### src/rtl/lsu_req_batcher.sv
// lsu_req_batcher: splits one wide LSU request (one lane per thread) into
// NUM_REQS-lane beats for the L1 dcache core-request ports. The batch index is
// appended to the tag so the response path can re-gather the lanes. Batches with
// an all-zero lane mask are skipped. A request whose mask is all zero is consumed
// without issuing any beat. The only state is the batch pointer. The beat payload
// is combinational from the held request and that pointer.
module lsu_req_batcher #(
  parameter int NUM_LANES  = 4,
  parameter int NUM_REQS   = 2,
  parameter int ADDR_WIDTH = 30,
  parameter int WORD_SIZE  = 4,
  parameter int TAG_WIDTH  = 8,
  localparam int NUM_BATCHES = (NUM_LANES + NUM_REQS - 1) / NUM_REQS,
  localparam int BSEL_BITS   = $clog2(NUM_BATCHES),
  localparam int BSEL_W      = (BSEL_BITS > 0) ? BSEL_BITS : 1
) (
  input  logic                                  clk,
  input  logic                                  reset,
  input  logic                                  in_valid,
  input  logic                                  in_rw,
  input  logic [NUM_LANES-1:0]                  in_mask,
  input  logic [NUM_LANES*WORD_SIZE-1:0]        in_byteen,
  input  logic [NUM_LANES*ADDR_WIDTH-1:0]       in_addr,
  input  logic [NUM_LANES*WORD_SIZE*8-1:0]      in_data,
  input  logic [TAG_WIDTH-1:0]                  in_tag,
  output logic                                  in_ready,
  output logic                                  out_valid,
  output logic                                  out_rw,
  output logic [NUM_REQS-1:0]                   out_mask,
  output logic [NUM_REQS*WORD_SIZE-1:0]         out_byteen,
  output logic [NUM_REQS*ADDR_WIDTH-1:0]        out_addr,
  output logic [NUM_REQS*WORD_SIZE*8-1:0]       out_data,
  output logic [TAG_WIDTH+BSEL_BITS-1:0]        out_tag,
  output logic                                  out_last,
  input  logic                                  out_ready
);

  localparam int PAD_LANES = NUM_BATCHES * NUM_REQS;
  localparam int DATA_W    = WORD_SIZE * 8;

  // Request vectors widened to a whole number of batches; phantom lanes read as zero
  logic [PAD_LANES-1:0]            mask_pad;
  logic [PAD_LANES*WORD_SIZE-1:0]  byteen_pad;
  logic [PAD_LANES*ADDR_WIDTH-1:0] addr_pad;
  logic [PAD_LANES*DATA_W-1:0]     data_pad;

  // Per-batch bookkeeping
  logic [NUM_BATCHES-1:0] batch_nz;   // batch has at least one active lane
  logic [NUM_BATCHES-1:0] batch_elig; // non-empty and not yet issued
  logic [NUM_BATCHES-1:0] above_nz;   // some non-empty batch sits above this one

  logic [BSEL_W-1:0] batch_ptr_reg;
  logic [BSEL_W-1:0] batch_ptr_next;
  logic [BSEL_W-1:0] cur;
  logic              any;
  logic              cur_last;

  logic beat_fire;
  logic req_fire;

  genvar gi;

  // Lane padding: real lanes pass through, lanes past NUM_LANES are tied to zero
  generate
    for (gi = 0; gi < PAD_LANES; gi++) begin : g_pad
      if (gi < NUM_LANES) begin : g_real
        assign mask_pad[gi]                               = in_mask[gi];
        assign byteen_pad[gi*WORD_SIZE +: WORD_SIZE]      = in_byteen[gi*WORD_SIZE +: WORD_SIZE];
        assign addr_pad[gi*ADDR_WIDTH +: ADDR_WIDTH]      = in_addr[gi*ADDR_WIDTH +: ADDR_WIDTH];
        assign data_pad[gi*DATA_W +: DATA_W]              = in_data[gi*DATA_W +: DATA_W];
      end else begin : g_fill
        assign mask_pad[gi]                               = 1'b0;
        assign byteen_pad[gi*WORD_SIZE +: WORD_SIZE]      = '0;
        assign addr_pad[gi*ADDR_WIDTH +: ADDR_WIDTH]      = '0;
        assign data_pad[gi*DATA_W +: DATA_W]              = '0;
      end
    end
  endgenerate

  // Batch occupancy and eligibility relative to the issue pointer
  generate
    for (gi = 0; gi < NUM_BATCHES; gi++) begin : g_batch
      assign batch_nz[gi]   = |mask_pad[gi*NUM_REQS +: NUM_REQS];
      assign batch_elig[gi] = batch_nz[gi] && (gi >= int'(batch_ptr_reg));
      if (gi == NUM_BATCHES - 1) begin : g_top
        assign above_nz[gi] = 1'b0;
      end else begin : g_below
        assign above_nz[gi] = |batch_nz[NUM_BATCHES-1:gi+1];
      end
    end
  endgenerate

  // Pick the lowest eligible batch; scanning downward lets the lowest win
  always_comb begin
    cur      = '0;
    cur_last = 1'b0;
    for (int b = NUM_BATCHES - 1; b >= 0; b--) begin
      if (batch_elig[b]) begin
        cur      = BSEL_W'(b);
        cur_last = !above_nz[b];
      end
    end
    any = |batch_elig;
  end

  // Beat payload: slice `cur` of the padded request vectors
  always_comb begin
    out_mask   = '0;
    out_byteen = '0;
    out_addr   = '0;
    out_data   = '0;
    for (int b = 0; b < NUM_BATCHES; b++) begin
      if (BSEL_W'(b) == cur) begin
        out_mask   = mask_pad[b*NUM_REQS +: NUM_REQS];
        out_byteen = byteen_pad[b*NUM_REQS*WORD_SIZE +: NUM_REQS*WORD_SIZE];
        out_addr   = addr_pad[b*NUM_REQS*ADDR_WIDTH +: NUM_REQS*ADDR_WIDTH];
        out_data   = data_pad[b*NUM_REQS*DATA_W +: NUM_REQS*DATA_W];
      end
    end
  end

  // Tag extension: batch index occupies the low bits when there is more than one batch
  generate
    if (BSEL_BITS > 0) begin : g_tag_sel
      assign out_tag = {in_tag, cur[BSEL_BITS-1:0]};
    end else begin : g_tag_plain
      assign out_tag = in_tag;
    end
  endgenerate

  assign out_rw    = in_rw;
  assign out_last  = any && cur_last;
  assign out_valid = in_valid && any;
  assign in_ready  = in_valid && (!any || (out_valid && out_ready && out_last));

  assign beat_fire = out_valid && out_ready;
  assign req_fire  = in_valid && in_ready;

  // Next pointer: rewind when the request retires, step past `cur` on an intermediate beat
  always_comb begin
    batch_ptr_next = batch_ptr_reg;
    if (req_fire) begin
      batch_ptr_next = '0;
    end else if (beat_fire && !out_last) begin
      batch_ptr_next = cur + BSEL_W'(1);
    end
  end

  // Batch pointer register; reset restarts any held request from batch 0
  always_ff @(posedge clk) begin
    if (reset) begin
      batch_ptr_reg <= '0;
    end else begin
      batch_ptr_reg <= batch_ptr_next;
    end
  end

endmodule

### config.mk
export PLATFORM = sky130hd
export DESIGN_NAME = lsu_req_batcher
export DESIGN_NICKNAME = d
export VERILOG_FILES = /design/src/rtl/lsu_req_batcher.sv
export SDC_FILE = /design/constraint.sdc
export NUM_CORES = 1
export LEC_CHECK = 0
export ABC_AREA = 1
export CORE_AREA = 2 2 168 170
export CTS_BUF_LIST = sky130_fd_sc_hd__clkbuf_8
export DETAILED_ROUTE_END_ITERATION = 8
export DIE_AREA = 0 0 170 172
export MAX_ROUTING_LAYER = met4
export SLEW_MARGIN = 20
export SYNTH_ARGS = -nofsm -noshare
export SYNTH_HDL_FRONTEND = slang
export SYNTH_SLANG_ARGS = --single-unit
export TNS_END_PERCENT = 30
### constraint.sdc
create_clock -name clk -period 2.4 [get_ports clk]
set_clock_uncertainty 0.15 [all_clocks]
set_input_delay 0.48 -clock clk [delete_from_list [all_inputs] [get_ports clk]]
set_output_delay 0.48 -clock clk [all_outputs]
set_load 0.01 [all_outputs]
==> run metrics <==
Synth Register Bits 1; LEAKAGE 3.56 nW; distinct cell type count after synthesis 12; Die X 170 um; number of global-route vias before repair about 4,500; via count ~4,500; failing checks setup timing; dpl ws -0.871 ns; Setup Viol. Count Final 26; Post-synth top cells nand2_1, buf_2, buf_4; Final period util 103%; Max IR drop VDD a little under 0.08 mV; Period minus WS final approximately 2.5 ns; CP Class input pin to primary output; Yosys warning count 0; final hold violations 0; Final GP Congestion between 0.7 and 0.8; final-report max-slew violation count 0; initial antenna violation count 3; total power roughly 1.9 mW; top-level I/O count approximately 430; post-synthesis cell count roughly 460; register area share after synthesis 1.06%; Core ar. approximately 27,000 um2; Syn Std Cell Area approximately 1900 um2; Synth Flop Type dfxtp_1; hold endpoint batch_ptr_reg; clk_lat worst skew 0 ns; initial DRC count approximately 120; fin util 25.8%; largest net degree at the start of global routing 17; Async SR Flop Fraction 0%; Layout area overhead 276%; antenna-violating nets left 0; worst hold start batch_ptr_reg; first-pass GRT wire length roughly 28,000 um; area leader, netlist nand2_1; status finished, violations left; Reg2Reg Depth 8; max FFs per register 1; synthesized area per cell roughly 4.1 um2; cell depth of the worst hold path 2; required time worst endpoint 1.77 ns; Hold Crit Class register to register; syn nets between 700 and 800; most frequent cell after synthesis nand2_1; Via density between 3 and 4; Detailed Route WL 21,500 um; Pre-Repair DR Iteration Count 4; Synth area leaders nand2_1, buf_4, buf_2, ha_1, buf_6; Post-synth EDFFs 0; starting density of the core roughly 7%; total of max-cap violations 0; reg-to-reg slack, setup approximately 0.67 ns; # fillers 3,068; Reg-to-Reg Start batch_ptr_reg; die area 29,200 um2; Max Fanout on Critical Path 8; Setup crit end kind primary output; Die Y between 150 and 200 um; crit path launch type input pin; Yosys top cell area share ~80%; Placed Area about 6300 um2; R2R Path End batch_ptr_reg; worst-margin pin slew approximately 0.17 ns; final net count between 1,000 and 1,500; Final Cell Area 7080 um2; hold_buf cts 0; Fmax slightly above 400 MHz; Remaining DRCs 0; Final Worst Setup Slack -0.0702 ns; Worst slew margin ~88%; FP Rows between 60 and 70; PD cells between 200 and 300 nW/um2; Clk pin slew, worst setup/hold paths 0 ns; Final HPWL DP 14,200 um; gr ovfl total 0; WL/cell approximately 17 um; CP arrival between 1.5 and 2 ns; share of layout cells above drive strength 1 32.0%; RSZ-0062 raised after global routing yes; PortBufs just over 400; GRT Total Usage 13.6%
## critical path, stage by stage
cell      delay [ns]
buf_6           0.09
o21bai_1        0.12
buf_4           0.15
ha_4            0.17
buf_12          0.13
inv_16          0.05
buf_12          0.13
buf_16          0.13
buf_12          0.14
nand2_1         0.05
nand2_1         0.04
buf_2           0.14
## stage by stage
step                      TNS (ns)  hold WS [ns]  std cells
final                        -1.30         0.294       1241
after global routing         -9.96         0.317       1241
after CTS                    -2.60         0.300       1233
after detailed placement    -94.40         0.300       1190
after global placement      -95.49         0.301       1190
after floorplan                  0         0.281        463
## layout make-up
cell class | count | area, um2 | area share [%]
Sequential cell | 1 | 20.0 | 0.283
Inverter | 7 | 42.5 | 0.601
Timing Repair inverter | 1 | 20.0 | 0.283
Multi-Input combinational cell | 416 | 1880 | 26.5
Timing Repair Buffer | 467 | 4680 | 66.1
Tap cell | 346 | 433 | 6.12
Antenna cell | 3 | 7.51 | 0.106
## cells by family (layout without fill, tap and decap cells)
kind of cell	Yosys count	after routing	synth area share, %
AND/OR/NAND/NOR	412	412	82.2
AO/OA/AOI/OAI	2	2	0.665
flip-flops	1	1	1.06
buffers and inverters	46	475	14.7
adder cells (fa/ha/maj)	2	2	1.33
other	0	3	0
## where the power goes
| part | leakage, nW | switching [mW] | internal (mW) | total [mW] |
|---|---|---|---|---|
| Clock | 0.0000190 | 0 | 0.000000168 | 0.000000168 |
| Combinational | 3.55 | 0.801 | 1.04 | 1.84 |
| Sequential | 0.00815 | 0.000419 | 0.0180 | 0.0185 |
| Total | 3.56 | 0.802 | 1.06 | 1.86 |
## placed cells by master (no fill, tap or decap)
| cell | synthesis | routed |
|---|---|---|
| o21bai_1 | 1 | 1 |
| inv_16 | 0 | 2 |
| buf_6 | 2 | 39 |
| buf_8 | 0 | 3 |
| clkbuf_2 | 0 | 28 |
| dlymetal6s2s_1 | 0 | 2 |
| clkbuf_16 | 0 | 3 |
| buf_4 | 16 | 12 |
| nand3_1 | 1 | 1 |
| inv_2 | 0 | 1 |
| ha_1 | 2 | 1 |
| nand2_1 | 408 | 326 |
| clkdlybuf4s50_1 | 0 | 267 |
| buf_2 | 21 | 80 |
| ha_4 | 0 | 1 |
| bufbuf_16 | 0 | 1 |
| nand2_4 | 0 | 13 |
| dfxtp_1 | 1 | 1 |
| nor2_4 | 0 | 1 |
| nor2_1 | 3 | 2 |
| buf_12 | 0 | 16 |
| inv_1 | 6 | 5 |
| a21oi_1 | 1 | 1 |
| diode_2 | 0 | 3 |
| nand2_2 | 0 | 69 |
| buf_16 | 0 | 16 |
## worst max-delay path by stage
stage,slack (ns),startpoint,end,cells after the start
floorplan,0.31,in_mask[2],out_addr[0],9
global placement,-0.86,in_mask[1],out_data[4],9
detailed placement,-0.87,in_mask[1],out_data[4],9
CTS,-0.12,in_mask[0],out_data[3],12
global route,-0.22,in_mask[1],out_data[3],12
finish,-0.07,in_mask[1],out_addr[56],12
## repair_timing
| action | 4_1_cts | 5_1_grt |
|---|---|---|
| pin swaps | 11 | 21 |
| setup endpoints to repair | 138 | 137 |
| cloned | 17 | 3 |
| gates resized for setup | 548 | 154 |
| setup buffers | 26 | 5 |
## layer usage
layer  vias up  share of wire (%)  track usage (%)  wire (um)
li1       2226                  -                -          -
met1      1947                 36             14.0       7840
met2       299                 51             25.7      11000
met3        21                9.8             3.39       2100
met4         0                2.6             3.75        560
met5         -                  0                -          0
No activity file was read; power rests on OpenSTA's default activity.
